[src/rtl/intr_collector.sv]
// intr_collector: turns rising edges on N interrupt lines into sticky pending
// bits, presents the lowest-numbered unmasked pending source over a
// valid/ready handshake, and counts edges lost while a source was pending.
// Optional feature: define INTR_COLLECTOR_SYNC_EN to pass each intr bit
// through a 2-flop synchronizer before edge detection (asynchronous sources).
module intr_collector #(
  parameter int unsigned N    = 4,
  parameter int unsigned IDW  = 2,
  parameter int unsigned CNTW = 8
) (
  input  logic              clk,
  input  logic              rst,
  input  logic [N-1:0]      intr,
  input  logic [N-1:0]      mask,
  output logic              irq_valid,
  output logic [IDW-1:0]    irq_id,
  input  logic              irq_ready,
  output logic              irq_any,
  output logic [N-1:0]      pending,
  output logic [N*CNTW-1:0] drop_cnt,
  input  logic              drop_clr
);

  localparam logic [CNTW-1:0] CNT_MAX = '1;

  typedef enum logic {
    IDLE    = 1'b0,
    PRESENT = 1'b1
  } state_e;

  state_e          state_q, state_d;
  logic [N-1:0]    intr_s;
  logic [N-1:0]    intr_q, intr_d;
  logic [N-1:0]    intr_edge;
  logic [N-1:0]    req;
  logic [N-1:0]    clr;
  logic [N-1:0]    pending_q, pending_d;
  logic [IDW-1:0]  irq_id_q, irq_id_d;
  logic [IDW-1:0]  low_id;
  logic            irq_any_q, irq_any_d;
  logic [CNTW-1:0] cnt_q [N];
  logic [CNTW-1:0] cnt_d [N];

`ifdef INTR_COLLECTOR_SYNC_EN
  logic [N-1:0] sync1_q, sync2_q;

  // Two-flop synchronizer for asynchronous interrupt sources
  always_ff @(posedge clk or negedge rst) begin
    if (!rst) begin
      sync1_q <= '0;
      sync2_q <= '0;
    end else begin
      sync1_q <= intr;
      sync2_q <= sync1_q;
    end
  end

  assign intr_s = sync2_q;
`else
  assign intr_s = intr;
`endif

  // Edge detect, grant-clear and sticky pending update (set wins over clear)
  always_comb begin
    intr_d    = intr_s;
    intr_edge = intr_s & ~intr_q;
    req       = pending_q & ~mask;
    irq_any_d = |req;
    clr       = '0;
    for (int i = 0; i < int'(N); i++) begin
      clr[i] = (state_q == PRESENT) && irq_ready && (irq_id_q == IDW'(i));
    end
    pending_d = (pending_q & ~clr) | intr_edge;
  end

  // Saturating drop counters; a clear pulse overrides any increment
  always_comb begin
    for (int i = 0; i < int'(N); i++) begin
      cnt_d[i] = cnt_q[i];
      if (drop_clr) begin
        cnt_d[i] = '0;
      end else if (intr_edge[i] && pending_q[i] && !clr[i] && (cnt_q[i] != CNT_MAX)) begin
        cnt_d[i] = cnt_q[i] + CNTW'(1);
      end
    end
  end

  // Lowest-numbered unmasked pending source
  always_comb begin
    low_id = '0;
    for (int i = int'(N) - 1; i >= 0; i--) begin
      if (req[i]) begin
        low_id = IDW'(i);
      end
    end
  end

  // Presentation FSM: latch a source in IDLE, hold it until accepted
  always_comb begin
    state_d  = state_q;
    irq_id_d = irq_id_q;
    case (state_q)
      IDLE: begin
        if (|req) begin
          irq_id_d = low_id;
          state_d  = PRESENT;
        end
      end
      PRESENT: begin
        if (irq_ready) begin
          state_d = IDLE;
        end
      end
      default: state_d = IDLE;
    endcase
  end

  // State and datapath registers
  always_ff @(posedge clk or negedge rst) begin
    if (!rst) begin
      state_q   <= IDLE;
      intr_q    <= '0;
      pending_q <= '0;
      irq_id_q  <= '0;
      irq_any_q <= 1'b0;
      for (int i = 0; i < int'(N); i++) begin
        cnt_q[i] <= '0;
      end
    end else begin
      state_q   <= state_d;
      intr_q    <= intr_d;
      pending_q <= pending_d;
      irq_id_q  <= irq_id_d;
      irq_any_q <= irq_any_d;
      for (int i = 0; i < int'(N); i++) begin
        cnt_q[i] <= cnt_d[i];
      end
    end
  end

  // Flatten the counter array onto the output bus
  always_comb begin
    drop_cnt = '0;
    for (int i = 0; i < int'(N); i++) begin
      drop_cnt[i*CNTW +: CNTW] = cnt_q[i];
    end
  end

  assign irq_valid = (state_q == PRESENT);
  assign irq_id    = irq_id_q;
  assign irq_any   = irq_any_q;
  assign pending   = pending_q;

endmodule

[config.mk]
export PLATFORM = sky130hd
export DESIGN_NAME = intr_collector
export DESIGN_NICKNAME = d
export VERILOG_FILES = /design/src/rtl/intr_collector.sv
export SDC_FILE = /design/constraint.sdc
export NUM_CORES = 1
export LEC_CHECK = 0
export BUFFER_PORTS_ARGS = -buffer_cell sky130_fd_sc_hd__buf_4
export CAP_MARGIN = 20
export CORE_MARGIN = 5
export CORE_UTILIZATION = 48
export DETAILED_ROUTE_END_ITERATION = 10
export MAX_ROUTING_LAYER = met4
export PLACE_DENSITY_LB_ADDON = 0.25
export SETUP_SLACK_MARGIN = 0.2
export SLEW_MARGIN = 5
export SYNTH_ARGS = -nofsm -noshare
export SYNTH_HDL_FRONTEND = slang
export SYNTH_SLANG_ARGS = --single-unit
[constraint.sdc]
create_clock -name clk -period 1.62 [get_ports clk]
set_input_delay 0.405 -clock clk [delete_from_list [all_inputs] [get_ports clk]]
set_output_delay 0.405 -clock clk [all_outputs]
set_load 0.005 [all_outputs]
* Yosys cells after proc, flatten, opt, wreduce, memory -nomap -nowiden
Cells that the tools add are included.
** Storage, ports and cells
- Bits in registers :: 44
- Input port bits :: 12
- Logic and storage cells :: 71
** Operators by class
- Add/subtract/negate cells :: 4
- Equality and inequality tests :: 7
- Mux-type cells :: 15
- Bitwise logic cells :: 8
- Reduce and logical (&&, ||, !) cells :: 28
** Operator list (count)
- two-way mux 8 bit :: 8
- adder 8 x 1 -> 8 bit, second input constant :: 4
- inequality test 8 bit, second input constant :: 4
- logical AND 1 bit :: 17
- AND 4 bit :: 3
- NOT 4 bit :: 3
- two-way mux 2 bit :: 4
- nonzero test 2 bit :: 4
- == test 2 bit, second input constant :: 2
- zero test 1 bit :: 4
- OR 4 bit :: 1
- OR reduction 4 bit :: 1
- == test 2 x 1 -> 1 bit, second input constant :: 1
- zero test 2 bit :: 1
- two-way mux 1 bit :: 2
- one-hot mux 1 bit (2 select lines) :: 1
- AND reduction 2 bit :: 1
- NOT 1 bit :: 1

* Longest topological paths before layout
- Depth after elaboration :: 7
- Gate-level depth with buffers :: 6
- Depth with buffers taken out :: 5

* Least setup slack after synthesis
No wires, ideal clock.
- Path type :: register to register
- Start :: register cnt_q (netlist bit drop_cnt[24])
- End :: register cnt_q (netlist bit drop_cnt[29])
- Library setup time :: 0.078 ns
- Arrival time :: 1.544 ns
- Data required time :: 1.542 ns
- Slack :: -0.002 ns
- Stages on the path, launching flop included :: 6
- Path buffers :: 0
- Cell sequence :: dfrtp_1 ha_1 nand3_1 o211ai_2 or4_1 a21oi_1
** On the way
- Longest elaborated chain between the ends :: 3
- Elaborated cells on any way between the ends :: 6
- Those cells by class :: add/sub (1); eq/ne (1); mux (2); reduce/logical (2)
** RTL lines
- start, declared :: RTL line 41 : logic [CNTW-1:0] cnt_q [N];
- start signal, assigned by index :: RTL line 136 : cnt_q[i] <= cnt_d[i];
- adder 8 x 1 -> 8 bit or inequality test 8 bit (tied branches) :: RTL line 83, 82
- two-way mux 8 bit or logical AND 1 bit (tied branches) :: RTL line 82 : end else if (intr_edge[i] && pending_q[i] && !clr[i] && (cnt_q[i] != CNT_MAX)) begin
- two-way mux 8 bit or nonzero test 2 bit (tied branches)
Parallel ways exist; a longest one is shown, timed or not. The select of a mux whose other input is x is not followed.
A chain may end at the register's enable or synchronous reset.

* Worst setup path after layout
- Start :: register irq_id_q[1], in the netlist irq_id[1]
- End :: register cnt_q (netlist bit drop_cnt[14])
** On the way
- Longest elaborated chain between the ends :: 6
** RTL lines
- start, declared :: RTL line 38 : logic [IDW-1:0] irq_id_q, irq_id_d;
- start signal, assigned :: RTL line 133 : irq_id_q <= irq_id_d;
- == test 2 x 1 -> 1 bit :: RTL line 71 : clr[i] = (state_q == PRESENT) && irq_ready && (irq_id_q == IDW'(i));
- logical AND 1 bit :: RTL line 71
- zero test 1 bit :: RTL line 82
- logical AND 1 bit (2 in a row) :: RTL line 82
- nonzero test 2 bit (no line)
No other way between the ends.

==> out/summary.md <==
## Layout
* 58.72% — relative area change from synthesis to final layout
* 48.65% — fraction of final layout cells sized beyond drive strength 1
* sky130_fd_sc_hd__buf_4 — most common cell after layout, fill and taps aside
* 81 x sky130_fd_sc_hd__buf_4, 38 x sky130_fd_sc_hd__dfrtp_1, 22 x sky130_fd_sc_hd__a21oi_1 — highest-count cells in the layout ignoring fill and taps
* 350 — final net count
* 0 — count of antenna diodes in the layout
* 77.22% — Finished Core Util

## Global routing
* 45 — largest net degree at the start of global routing
* 10.47 mm — global-route wire length before repair
* 5.275% — met3 Resource Use GR
* 25.88% — GR met1 Demand/Resource
* 0 — global route overflow
* 2268 — via count of the first global-routing pass
* 0 — antenna violations before repair
* 21.67% — global-route usage over all layers
* met2 — busiest layer in global routing
* 36.67% — routing usage on met2

## Floorplanning
* 4629 um2 — Core Box Area
* 78.50 um — chip width
* 25 — total number of placement rows
* 6162 um2 — Die Footprint
* 48.65% — initial cell density of the core
* 78.50 um — Chip Height
* 52 — number of top-level pins

## Clock tree
* 5 — Num CTS Buffers
* 2 — Bufs on Longest Clock Path
* sky130_fd_sc_hd__clkbuf_8 — Clock Root Buffer
* 0.29 ns — clock latency on the worst-skew pair
* 2 — H-tree lvl count
* yes — clock tree from TritonCTS
* 44 — clk sink count
* 0 — count of hold buffers inserted by post-cts repair
* 0.08 ns — clock-pin slew on the worst setup and hold paths

## Power and ir drop
* 0.002227 W — cell-internal power
* 0.0009368 W — net switching power
* 29.61% — fraction of power spent switching nets
* 42.8% — proportion of power drawn by flip-flops and latches
* 885.0 nW/um2 — power density over cell area
* 0.003164 W — post-layout power
* 1.609 nW — Pleak
* 469.8 uV — highest ir drop seen on vdd
* 31.8% — Comb power frac
* 25.4% — part of the power in the clock network

## Worst setup path
* reg2reg — Worst Path Class, Setup
* 1.79 ns — required time at the worst-slack endpoint
* 5 — crit-path max FO
* 1.75 ns — data arrival time of the critical path
* flop — startpoint type of the worst setup path
* flop — CP endpoint kind

## STA
* 63.09% — worst-case headroom to the max-slew limit
* 0.5536 ns — slew of the pin with the lowest slew margin
* 0 — setup-violating endpoint count in the final report
* 0 — final-report max-slew violation count
* 1.588 ns — final critical delay including setup and external delays
* true — setup repair after global routing missed its margin
* 0.004626 ns — setup clock skew after layout
* 98.02% — share of the clock period used by the worst path after layout
* 0.6297 GHz — highest achievable clock rate
* 0 ns — Setup Total Neg Slack
* 0 — final number of hold-violating endpoints

## Placed design
* 3.749 mm — Final HPWL DP
* 0.8102 — Final Wtd Congestion
* 51 — count of buffers inserted at the top-level ports

## Synth
* 42 — number of distinct library cells after synthesis
* 243 — Synth Net Count
* sky130_fd_sc_hd__dfrtp_1 — leading register cell type out of synthesis
* 0 — warning count from the yosys run
* sky130_fd_sc_hd__dfrtp_1 — cell type with the highest aggregate area in the netlist
* sky130_fd_sc_hd__dfrtp_1 49%, sky130_fd_sc_hd__a21oi_1 6.0%, sky130_fd_sc_hd__or4_1 4.3% — dominant cells by area after synthesis
* 48.89% — share of the synthesized area in the top cell type
* 2252 um2 — summed instance area of the synthesized netlist
* 44 — count of state elements after synthesis
* 48.89% — share of the yosys chip area belonging to registers
* 9.921 um2 — post-synthesis average cell area
* 0 — EDFF count, synth
* 100.0% — share of flip-flops with an asynchronous set or reset after synthesis
* 227 — post-synthesis cell count

## Route
* 0 — drt drc
* 4 — first-pass iteration count of the detailed router
* 0 — remaining number of nets flagged by the antenna check after routing
* 2313 — vias post-DR
* 5.977 — via/cell ratio
* 130 — DRT iter0 DRCs
* 17.11 um — Avg WL per Cell
* 6.622 mm — routed wire length

## Hold path
* in2async — Worst Hold Class

## Run status
* complete, no violations — outcome

## Flow run
* 0 — max-cap check violation count

stage by stage:
step	hold WS [ns]	cells	instance area [um2]	worst slack, ns
2_1_floorplan	0.1094	227	2365	0.08284
3_3_place_gp	0.4358	346	2917	-0.02658
3_5_place_dp	0.4390	346	2917	-0.06589
4_1_cts	0.1166	373	3289	0.05549
5_1_grt	0.1362	387	3575	-0.04106
6_report	0.09319	387	3575	0.03202
cells by family (layout without fill, tap and decap cells):
| logic type | count (synthesis) | count (layout) | synth area share, % |
|---|---|---|---|
| and+or+nand+nor | 90 | 93 | 24.39 |
| xor gates and xnor gates | 2 | 2 | 0.7779 |
| AOI/OAI and AO/OA | 66 | 67 | 18.17 |
| muxes | 5 | 5 | 2.389 |
| adders and majority gates | 4 | 4 | 2.222 |
| DFF | 44 | 44 | 48.89 |
| buffers and inverters | 16 | 118 | 3.166 |
synth_stat cells (2+ instances only):
master                     number
sky130_fd_sc_hd__dfrtp_1       44
sky130_fd_sc_hd__a21oi_1       27
sky130_fd_sc_hd__nand2_1       19
sky130_fd_sc_hd__o21ai_0       13
sky130_fd_sc_hd__or4_1         13
sky130_fd_sc_hd__o31ai_1       11
sky130_fd_sc_hd__nor2_1        10
sky130_fd_sc_hd__inv_1          9
sky130_fd_sc_hd__nand3_1        8
sky130_fd_sc_hd__nand4_1        7
sky130_fd_sc_hd__or3_1          7
sky130_fd_sc_hd__nor2b_1        5
sky130_fd_sc_hd__ha_1           4
sky130_fd_sc_hd__o41ai_1        4
sky130_fd_sc_hd__and3_1         3
sky130_fd_sc_hd__buf_2          3
sky130_fd_sc_hd__clkbuf_1       3
sky130_fd_sc_hd__nor4_1         3
sky130_fd_sc_hd__o21a_1         3
sky130_fd_sc_hd__mux2_1         2
sky130_fd_sc_hd__mux2i_1        2
sky130_fd_sc_hd__nand4b_1       2
sky130_fd_sc_hd__nand4b_2       2
sky130_fd_sc_hd__nor3_1         2
sky130_fd_sc_hd__o31a_1         2
sky130_fd_sc_hd__or3b_1         2
sky130_fd_sc_hd__xor2_1         2
worst max-delay path, cell delays in order (launching register included):
cell                       delay (ns)
sky130_fd_sc_hd__dfrtp_1         0.44
sky130_fd_sc_hd__nand4b_1        0.24
sky130_fd_sc_hd__nand4b_4        0.17
sky130_fd_sc_hd__buf_4           0.18
sky130_fd_sc_hd__o31ai_1         0.31
sky130_fd_sc_hd__a21oi_1         0.12
repair_timing:
action	4_1_cts	5_1_grt
setup endpoints to repair	31	46
hold endpoints to repair	0	0
gates cloned	4	0
setup buffers	17	14
pin swaps	20	17
resized for setup	15	50
power by group through the flow:
stage                     combinational [W]  sequential (W)  clock (W)
after global placement             0.000664         0.00134          0
after detailed placement           0.000681         0.00135          0
after global routing                0.00109         0.00137   0.000877
after floorplan                    0.000343         0.00134          0
after CTS                          0.000835         0.00135   0.000816
final                               0.00101         0.00136   0.000803
worst paths after layout:
| path | startpoint | to | slack [ns] | cells past startpoint |
|---|---|---|---|---|
| setup reg to reg | irq_id[1] | drop_cnt[14] | 0.03 | 5 |
| hold reg to reg | intr_q[3] | pending[3] | 0.47 | 1 |
| max in group asynchronous | rst | pending[2] | 1.12 | 1 |
| hold / removal | rst | irq_any | 0.09 | 1 |
| setup / recovery | irq_id[1] | drop_cnt[14] | 0.03 | 5 |
| min in group clk | intr[0] | intr_q[0] | 0.23 | 1 |
sequential cells by signal, indices dropped and copies added (netlist names):
register and cells:
irq_any 1, irq_valid 1, intr_q 4, irq_id 2, drop_cnt 32, pending 4
layout make-up:
cell class                 instances  area (um2)
fill                             323        1055
tap                               54       67.56
clock inverter                     1       30.03
clock buffer                       5       68.82
inverter                           9       33.78
sequential                        44        1109
multi-input combinational        171        1401
timing repair buffer             103       864.6
metal layers:
layer / part of all wire (%) / wire (um)
met4: 1.3 / 85
met1: 42 / 2757
met5: 0 / 0
met2: 51 / 3405
met3: 5.6 / 373
Note: power is estimated with default switching activity, not from simulation.
